===== config.mk =====
export PLATFORM = sky130hd
export DESIGN_NAME = mips_mmio_uart_port
export DESIGN_NICKNAME = d
export VERILOG_FILES = /design/src/rtl/mips_mmio_uart_port.sv
export SDC_FILE = /design/constraint.sdc
export NUM_CORES = 1
export LEC_CHECK = 0
export BUFFER_PORTS_ARGS = -buffer_cell sky130_fd_sc_hd__buf_2
export CORE_ASPECT_RATIO = 1.75
export CORE_UTILIZATION = 25
export DETAILED_ROUTE_END_ITERATION = 10
export SLEW_MARGIN = 20
export SYNTH_ARGS = -nofsm -noshare
export SYNTH_HDL_FRONTEND = slang
export SYNTH_SLANG_ARGS = --single-unit

===== constraint.sdc =====
create_clock -name clk -period 4.33 [get_ports clk]
set_clock_uncertainty 0.05 [all_clocks]
set_input_delay 1.299 -clock clk [delete_from_list [all_inputs] [get_ports clk]]
set_output_delay 1.299 -clock clk [all_outputs]
set_load 0.1 [all_outputs]

===== src/rtl/mips_mmio_uart_port.sv =====
// mips_mmio_uart_port
//   Memory-mapped peripheral on the MIPS data-memory bus (MEM stage). It provides:
//     - a buffered UART transmitter (TX FIFO feeding a serializer FSM);
//     - a 32-bit output latch driving PortOut;
//     - a synchronized sampler for the asynchronous 8-bit PortIn.
//
//   Register window: 16 bytes at BASE_ADDR. Word offset = Address[3:2].
//     0 TXDATA  (write pushes WriteData[7:0]; reads 0)
//     1 STATUS  {27'b0, busy, overflow, rxNew, empty, full}
//     2 RXDATA  {24'b0, synced PortIn}
//     3 PORTOUT (32-bit read/write latch)
//
//   Optional feature: define MIPS_MMIO_UART_PARITY_EN to add an even-parity bit
//   after the data bits. A frame is then 11 bit times instead of 10.
//
// Ports
//   clk        system clock (rising edge)
//   reset      asynchronous, active-low reset
//   Address    byte address from the ALU
//   WriteData  store data
//   MemWrite   store strobe
//   MemRead    load strobe
//   ReadData   load data (combinational, zero unless a load hits the window)
//   Hit        Address lies inside the window (combinational)
//   PortIn     asynchronous external input
//   PortOut    output latch
//   tx         UART serial line, idle high
module mips_mmio_uart_port #(
   parameter logic [31:0] BASE_ADDR    = 32'h1001_0040,
   parameter int unsigned FIFO_DEPTH   = 8,
   parameter int unsigned CLKS_PER_BIT = 434
) (
   input  logic        clk,
   input  logic        reset,
   input  logic [31:0] Address,
   input  logic [31:0] WriteData,
   input  logic        MemWrite,
   input  logic        MemRead,
   output logic [31:0] ReadData,
   output logic        Hit,
   input  logic [7:0]  PortIn,
   output logic [31:0] PortOut,
   output logic        tx
);

   localparam int unsigned PTR_W  = $clog2(FIFO_DEPTH);
   localparam int unsigned CNT_W  = PTR_W + 1;
   localparam int unsigned BAUD_W = (CLKS_PER_BIT > 2) ? $clog2(CLKS_PER_BIT) : 1;

   typedef enum logic [2:0] {
      IDLE,
      START,
      DATA,
`ifdef MIPS_MMIO_UART_PARITY_EN
      PARITY,
`endif
      STOP
   } uartState_t;

   // Address decode
   logic       sel;
   logic [1:0] offset;
   logic       unusedAddrBits;

   assign sel            = (Address[31:4] == BASE_ADDR[31:4]);
   assign offset         = Address[3:2];
   assign Hit            = sel;
   assign unusedAddrBits = ^Address[1:0];

   // FIFO storage and occupancy
   logic [7:0]       fifoMem [FIFO_DEPTH];
   logic [PTR_W-1:0] wrPtr;
   logic [PTR_W-1:0] rdPtr;
   logic [CNT_W-1:0] count;
   logic             full;
   logic             empty;
   logic             txWrite;
   logic             push;
   logic             pop;
   logic             overflow;

   // Serializer
   uartState_t        state;
   logic [BAUD_W-1:0] baudCnt;
   logic [2:0]        bitCnt;
   logic [7:0]        shiftReg;
   logic              baudDone;
   logic              busy;
`ifdef MIPS_MMIO_UART_PARITY_EN
   logic              parityBit;
`endif

   // PortIn sampling
   logic [7:0] sync1;
   logic [7:0] sync2;
   logic [7:0] prev;
   logic       rxNew;

   assign full     = (count == CNT_W'(FIFO_DEPTH));
   assign empty    = (count == '0);
   assign txWrite  = sel && MemWrite && (offset == 2'd0);
   assign push     = txWrite && !full;
   assign baudDone = (baudCnt == BAUD_W'(CLKS_PER_BIT - 1));
   assign busy     = (state != IDLE);
   // Pop happens exactly when the serializer loads a new byte
   assign pop      = !empty && ((state == IDLE) || ((state == STOP) && baudDone));

   // Read mux; side effects of reads are applied in the sequential blocks
   always_comb begin
      ReadData = '0;
      if (sel && MemRead) begin
         case (offset)
            2'd1:    ReadData = {27'b0, busy, overflow, rxNew, empty, full};
            2'd2:    ReadData = {24'b0, sync2};
            2'd3:    ReadData = PortOut;
            default: ReadData = '0;
         endcase
      end
   end

   // FIFO data array (no reset needed; validity tracked by count)
   always_ff @(posedge clk) begin
      if (push) fifoMem[wrPtr] <= WriteData[7:0];
   end

   // FIFO pointers, count and sticky overflow (set beats the STATUS-read clear)
   always_ff @(posedge clk or negedge reset) begin
      if (!reset) begin
         wrPtr    <= '0;
         rdPtr    <= '0;
         count    <= '0;
         overflow <= 1'b0;
      end else begin
         if (push) wrPtr <= wrPtr + PTR_W'(1);
         if (pop)  rdPtr <= rdPtr + PTR_W'(1);
         case ({push, pop})
            2'b10:   count <= count + CNT_W'(1);
            2'b01:   count <= count - CNT_W'(1);
            default: count <= count;
         endcase
         if (txWrite && full)
            overflow <= 1'b1;
         else if (sel && MemRead && (offset == 2'd1))
            overflow <= 1'b0;
      end
   end

   // UART serializer; tx is registered and changes on state-entry edges
   always_ff @(posedge clk or negedge reset) begin
      if (!reset) begin
         state    <= IDLE;
         baudCnt  <= '0;
         bitCnt   <= '0;
         shiftReg <= '0;
         tx       <= 1'b1;
`ifdef MIPS_MMIO_UART_PARITY_EN
         parityBit <= 1'b0;
`endif
      end else begin
         baudCnt <= baudDone ? '0 : baudCnt + BAUD_W'(1);
         case (state)
            IDLE: begin
               baudCnt <= '0;
               if (pop) begin
                  shiftReg <= fifoMem[rdPtr];
`ifdef MIPS_MMIO_UART_PARITY_EN
                  parityBit <= ^fifoMem[rdPtr];
`endif
                  tx       <= 1'b0;
                  state    <= START;
               end
            end
            START: begin
               if (baudDone) begin
                  tx     <= shiftReg[0];
                  bitCnt <= '0;
                  state  <= DATA;
               end
            end
            DATA: begin
               if (baudDone) begin
                  if (bitCnt == 3'd7) begin
`ifdef MIPS_MMIO_UART_PARITY_EN
                     tx    <= parityBit;
                     state <= PARITY;
`else
                     tx    <= 1'b1;
                     state <= STOP;
`endif
                  end else begin
                     tx       <= shiftReg[1];
                     shiftReg <= {1'b0, shiftReg[7:1]};
                     bitCnt   <= bitCnt + 3'd1;
                  end
               end
            end
`ifdef MIPS_MMIO_UART_PARITY_EN
            PARITY: begin
               if (baudDone) begin
                  tx    <= 1'b1;
                  state <= STOP;
               end
            end
`endif
            STOP: begin
               if (baudDone) begin
                  // Back-to-back frames: go straight to START with no idle gap
                  if (pop) begin
                     shiftReg <= fifoMem[rdPtr];
`ifdef MIPS_MMIO_UART_PARITY_EN
                     parityBit <= ^fifoMem[rdPtr];
`endif
                     tx       <= 1'b0;
                     state    <= START;
                  end else begin
                     state <= IDLE;
                  end
               end
            end
            default: begin
               tx    <= 1'b1;
               state <= IDLE;
            end
         endcase
      end
   end

   // PortIn synchronizer and change detect (set beats the RXDATA-read clear)
   always_ff @(posedge clk or negedge reset) begin
      if (!reset) begin
         sync1 <= '0;
         sync2 <= '0;
         prev  <= '0;
         rxNew <= 1'b0;
      end else begin
         sync1 <= PortIn;
         sync2 <= sync1;
         prev  <= sync2;
         if (sync2 != prev)
            rxNew <= 1'b1;
         else if (sel && MemRead && (offset == 2'd2))
            rxNew <= 1'b0;
      end
   end

   // Output latch
   always_ff @(posedge clk or negedge reset) begin
      if (!reset)
         PortOut <= '0;
      else if (sel && MemWrite && (offset == 2'd3))
         PortOut <= WriteData;
   end

endmodule


==> impl_metrics.ini <==
[critical_path]
crit_type = in2out
crit_path_top_delay_cell = nor4b_1
worstPathRequired_ns = 2.98
critPathMaxStageDelay_ns = 0.32
cp.depth = 8
cp_max_fo = 24
crit_top_cell = buf_12
rr_worst_depth = 10
critPathLaunchType = input pin
endpoint_kind = output port
cp_top_family = simple AND/OR/NAND/NOR gates
arrival_ns = 2.86
worstPathCellList = buf_2 -> nor4b_1 -> and4_2 -> nand3_1 -> nor2_2 -> buf_12 -> and2_1 -> buf_12
path_buf_inv = 3

[placed_design]
place.gp.congestion = 0.7912
placed_area_um2 = 8416
place_ws_ns = 0.05065
portBuffers = 139
dp_hpwl_um = 10910

[floorplanning]
dieArea_um2 = 27830
rows = 79
die_h_um = 219.9
die_w_um = 126.5
ios = 142
initial_core_util_pct = 25.52
core_um2 = 26590

[global_route]
grt_overflow = 0
grt_pass1_vias = 4377
grt_use_total_pct = 10.97
antenna_found_initial = 0
grt_pass1_wl_um = 23190
grt_start_max_net_pins = 71

[yosys]
syn-cell-area_um2 = 6785
ys.flop_type = dfrtp_1
postSynthCellCount = 451
yosysWarnings = 0
async_flop_share_pct = 58.71
avgSynthCellArea_um2 = 15.04
synthDistinctLibCells = 48
syn_nets = 540
synth_seq_cells = 155
synth_edf_count = 64
yosysSeqAreaShare_pct = 61.90

[clocking]
root_buffer = clkbuf_16
cts_hold_buf = 0
htree_levels = 4
cts_resized = 0
cts_made_buffers = 17
cts_setup_buffers = 0
cts.reportedPaths.clkPinSlew_ns = 0.07
cts_tree = done
clockBufferDepth = 2
clk_latency_ns = 0.42
numClockSinks = 155

[layout]
drive_gt1_share_pct = 44.77
diodes = 0
finalInstanceArea_um2 = 9026
nNetsFinal = 697
areaGrowthSynthToFinish_pct = 33.03

[sta]
setup_viol = 0
post-route-min-period_ns = 4.213
relSlewSlack_pct = 38.79
final.period_utilization_pct = 97.29
final_hold_viol_count = 0
finalMaxSlewViolations = 0
fin_ws_ns = 0.1172
tightestPinTransition_ns = 0.9182
max_freq_mhz = 237.4
rsz0062_at_grt = false
whs_ns = 0.3000

[drt]
drt_iter0_drc = 185
finalWirelength_um = 14760
dr.pass1.iters = 4
via_count = 4211
wl_per_cell_um = 15.62
ant_nets = 0
route.detailed.drc = 0
viasPerCell = 4.456

[power]
comb_power_share_pct = 3.6
swShare_pct = 22.46
power.switching_w = 0.0007259
vdd_drop_max_uv = 274.1
clkPwrFrac_pct = 47.1
internal_power_w = 0.002506
powerDensity_nw_per_um2 = 358.1
pwr-share-seq_pct = 49.3
leakage_nw = 3.826

[hold_path]
hold_path_class = reg2reg
hold_path_depth = 0

[run]
maxCapViolations = 0

[outcome]
status = completed
==> synthesized netlist by cell type (all sizes together), types with 4 or more instances <==
cell type | n | share of area (%)
a21oi | 12 | 0.89
edfxtp | 64 | 28
nor4b | 5 | 0.87
mux2 | 45 | 9.1
nor4 | 7 | 0.87
nand3 | 6 | 0.52
o21ai | 12 | 0.89
and3 | 4 | 0.37
nand2 | 16 | 0.89
ha | 13 | 2.4
xnor2 | 8 | 1.0
buf | 9 | 1.4
dfrtp | 90 | 33
xor2 | 15 | 1.9
a22o | 5 | 0.65
nand4 | 5 | 0.46
and2 | 27 | 2.5
inv | 8 | 0.44
mux4 | 16 | 5.3
mux2i | 16 | 2.4
clkbuf | 7 | 0.39
nor3 | 4 | 0.30
nor2 | 37 | 2.0
==> power groups by stage <==
stage	sequential, W	combinational (W)	clock [W]
finish	0.00159	0.000115	0.00152
global route	0.00160	0.000129	0.00161
CTS	0.00159	0.000117	0.00156
detailed placement	0.00162	0.000117	0
global placement	0.00162	0.000114	0
floorplan	0.00162	0.0000474	0
==> final timing paths <==
check	from	to	slack, ns
setup / recovery	Address[14]	ReadData[8]	0.12
hold / removal	sync1[0]$_DFF_PN0_	sync2[0]$_DFF_PN0_	0.30
setup reg to reg	count[1]$_DFFE_PN0P_	count[2]$_DFFE_PN0P_	1.56
hold reg to reg	sync1[0]$_DFF_PN0_	sync2[0]$_DFF_PN0_	0.30
max in group asynchronous	reset	PortOut[18]$_DFFE_PN0P_	2.51
min in group asynchronous	reset	state[1]$_DFFE_PN0P_	0.95
==> state kept, by name (all words and copies together), names as in the netlist <==
name and cells:
state 2, shiftReg 8, overflow 1, bitCnt 3, prev 8, count 4
rdPtr 3, wrPtr 3, fifoMem 64, baudCnt 9, sync2 8, PortOut 32
tx 1, rxNew 1, sync1 8
==> cells by family (layout without fill, tap and decap cells) <==
logic type / after synthesis / in the layout / synth area share [%]
and+or+nand+nor: 120 / 120 / 9.810
adders and majority gates: 13 / 13 / 2.397
buffers and inverters: 24 / 194 / 2.231
xor gates and xnor gates: 23 / 23 / 2.969
muxes: 77 / 77 / 16.80
DFF: 155 / 155 / 61.90
AOI/OAI and AO/OA: 39 / 39 / 3.891
==> metal layers <==
layer | global-route usage (%) | up-vias | share of wire (%)
met5 | 0 | - | 0
met4 | 5.301 | 0 | 2.8
met3 | 2.234 | 27 | 4.1
met2 | 20.74 | 126 | 55
met1 | 11.44 | 2096 | 38
li1 | - | 1962 | -
==> worst reg2reg max path: stages (launching register included) <==
cell,delay (ns)
dfrtp_1,0.48
nor4b_1,0.66
nor3_1,0.18
nand2_1,0.21
ha_1,0.28
xor2_1,0.10
ha_1,0.19
a21oi_1,0.14
xor2_1,0.16
nor2_1,0.07
xor2_1,0.14
==> cell type report <==
cell class | count | area [µm²]
fillers | 2566 | 17560
flip-flops and latches | 155 | 4200
multi-input cells | 272 | 2467
repair buffers | 154 | 1316
clock buffers | 18 | 429.2
well taps | 324 | 405.4
clock inverters | 14 | 177.7
inverters | 8 | 30.03
==> placed cells by master, fill, tap and decap left out, drive strengths merged, types with 6 or more instances in the layout <==
master / Yosys / final
nand2: 16 / 16
o21ai: 12 / 12
mux2: 45 / 45
mux4: 16 / 16
nand3: 6 / 6
nor4: 7 / 7
xor2: 15 / 15
clkbuf: 7 / 18
inv: 8 / 16
buf: 9 / 154
xnor2: 8 / 8
and2: 27 / 27
mux2i: 16 / 16
ha: 13 / 13
nor2: 37 / 37
a21oi: 12 / 12
dfrtp: 90 / 90
edfxtp: 64 / 64
==> per-stage QoR <==
stage	util [%]	setup TNS, ns	cells	power, W
2_1_floorplan	-	-2.067	451	0.001665
3_3_place_gp	31.65	0	913	0.001737
3_5_place_dp	31.65	0	913	0.001742
4_1_cts	33.93	0	945	0.003271
5_1_grt	33.95	0	945	0.003341
6_report	33.95	0	945	0.003232
No activity file was read; power rests on OpenSTA's default activity.
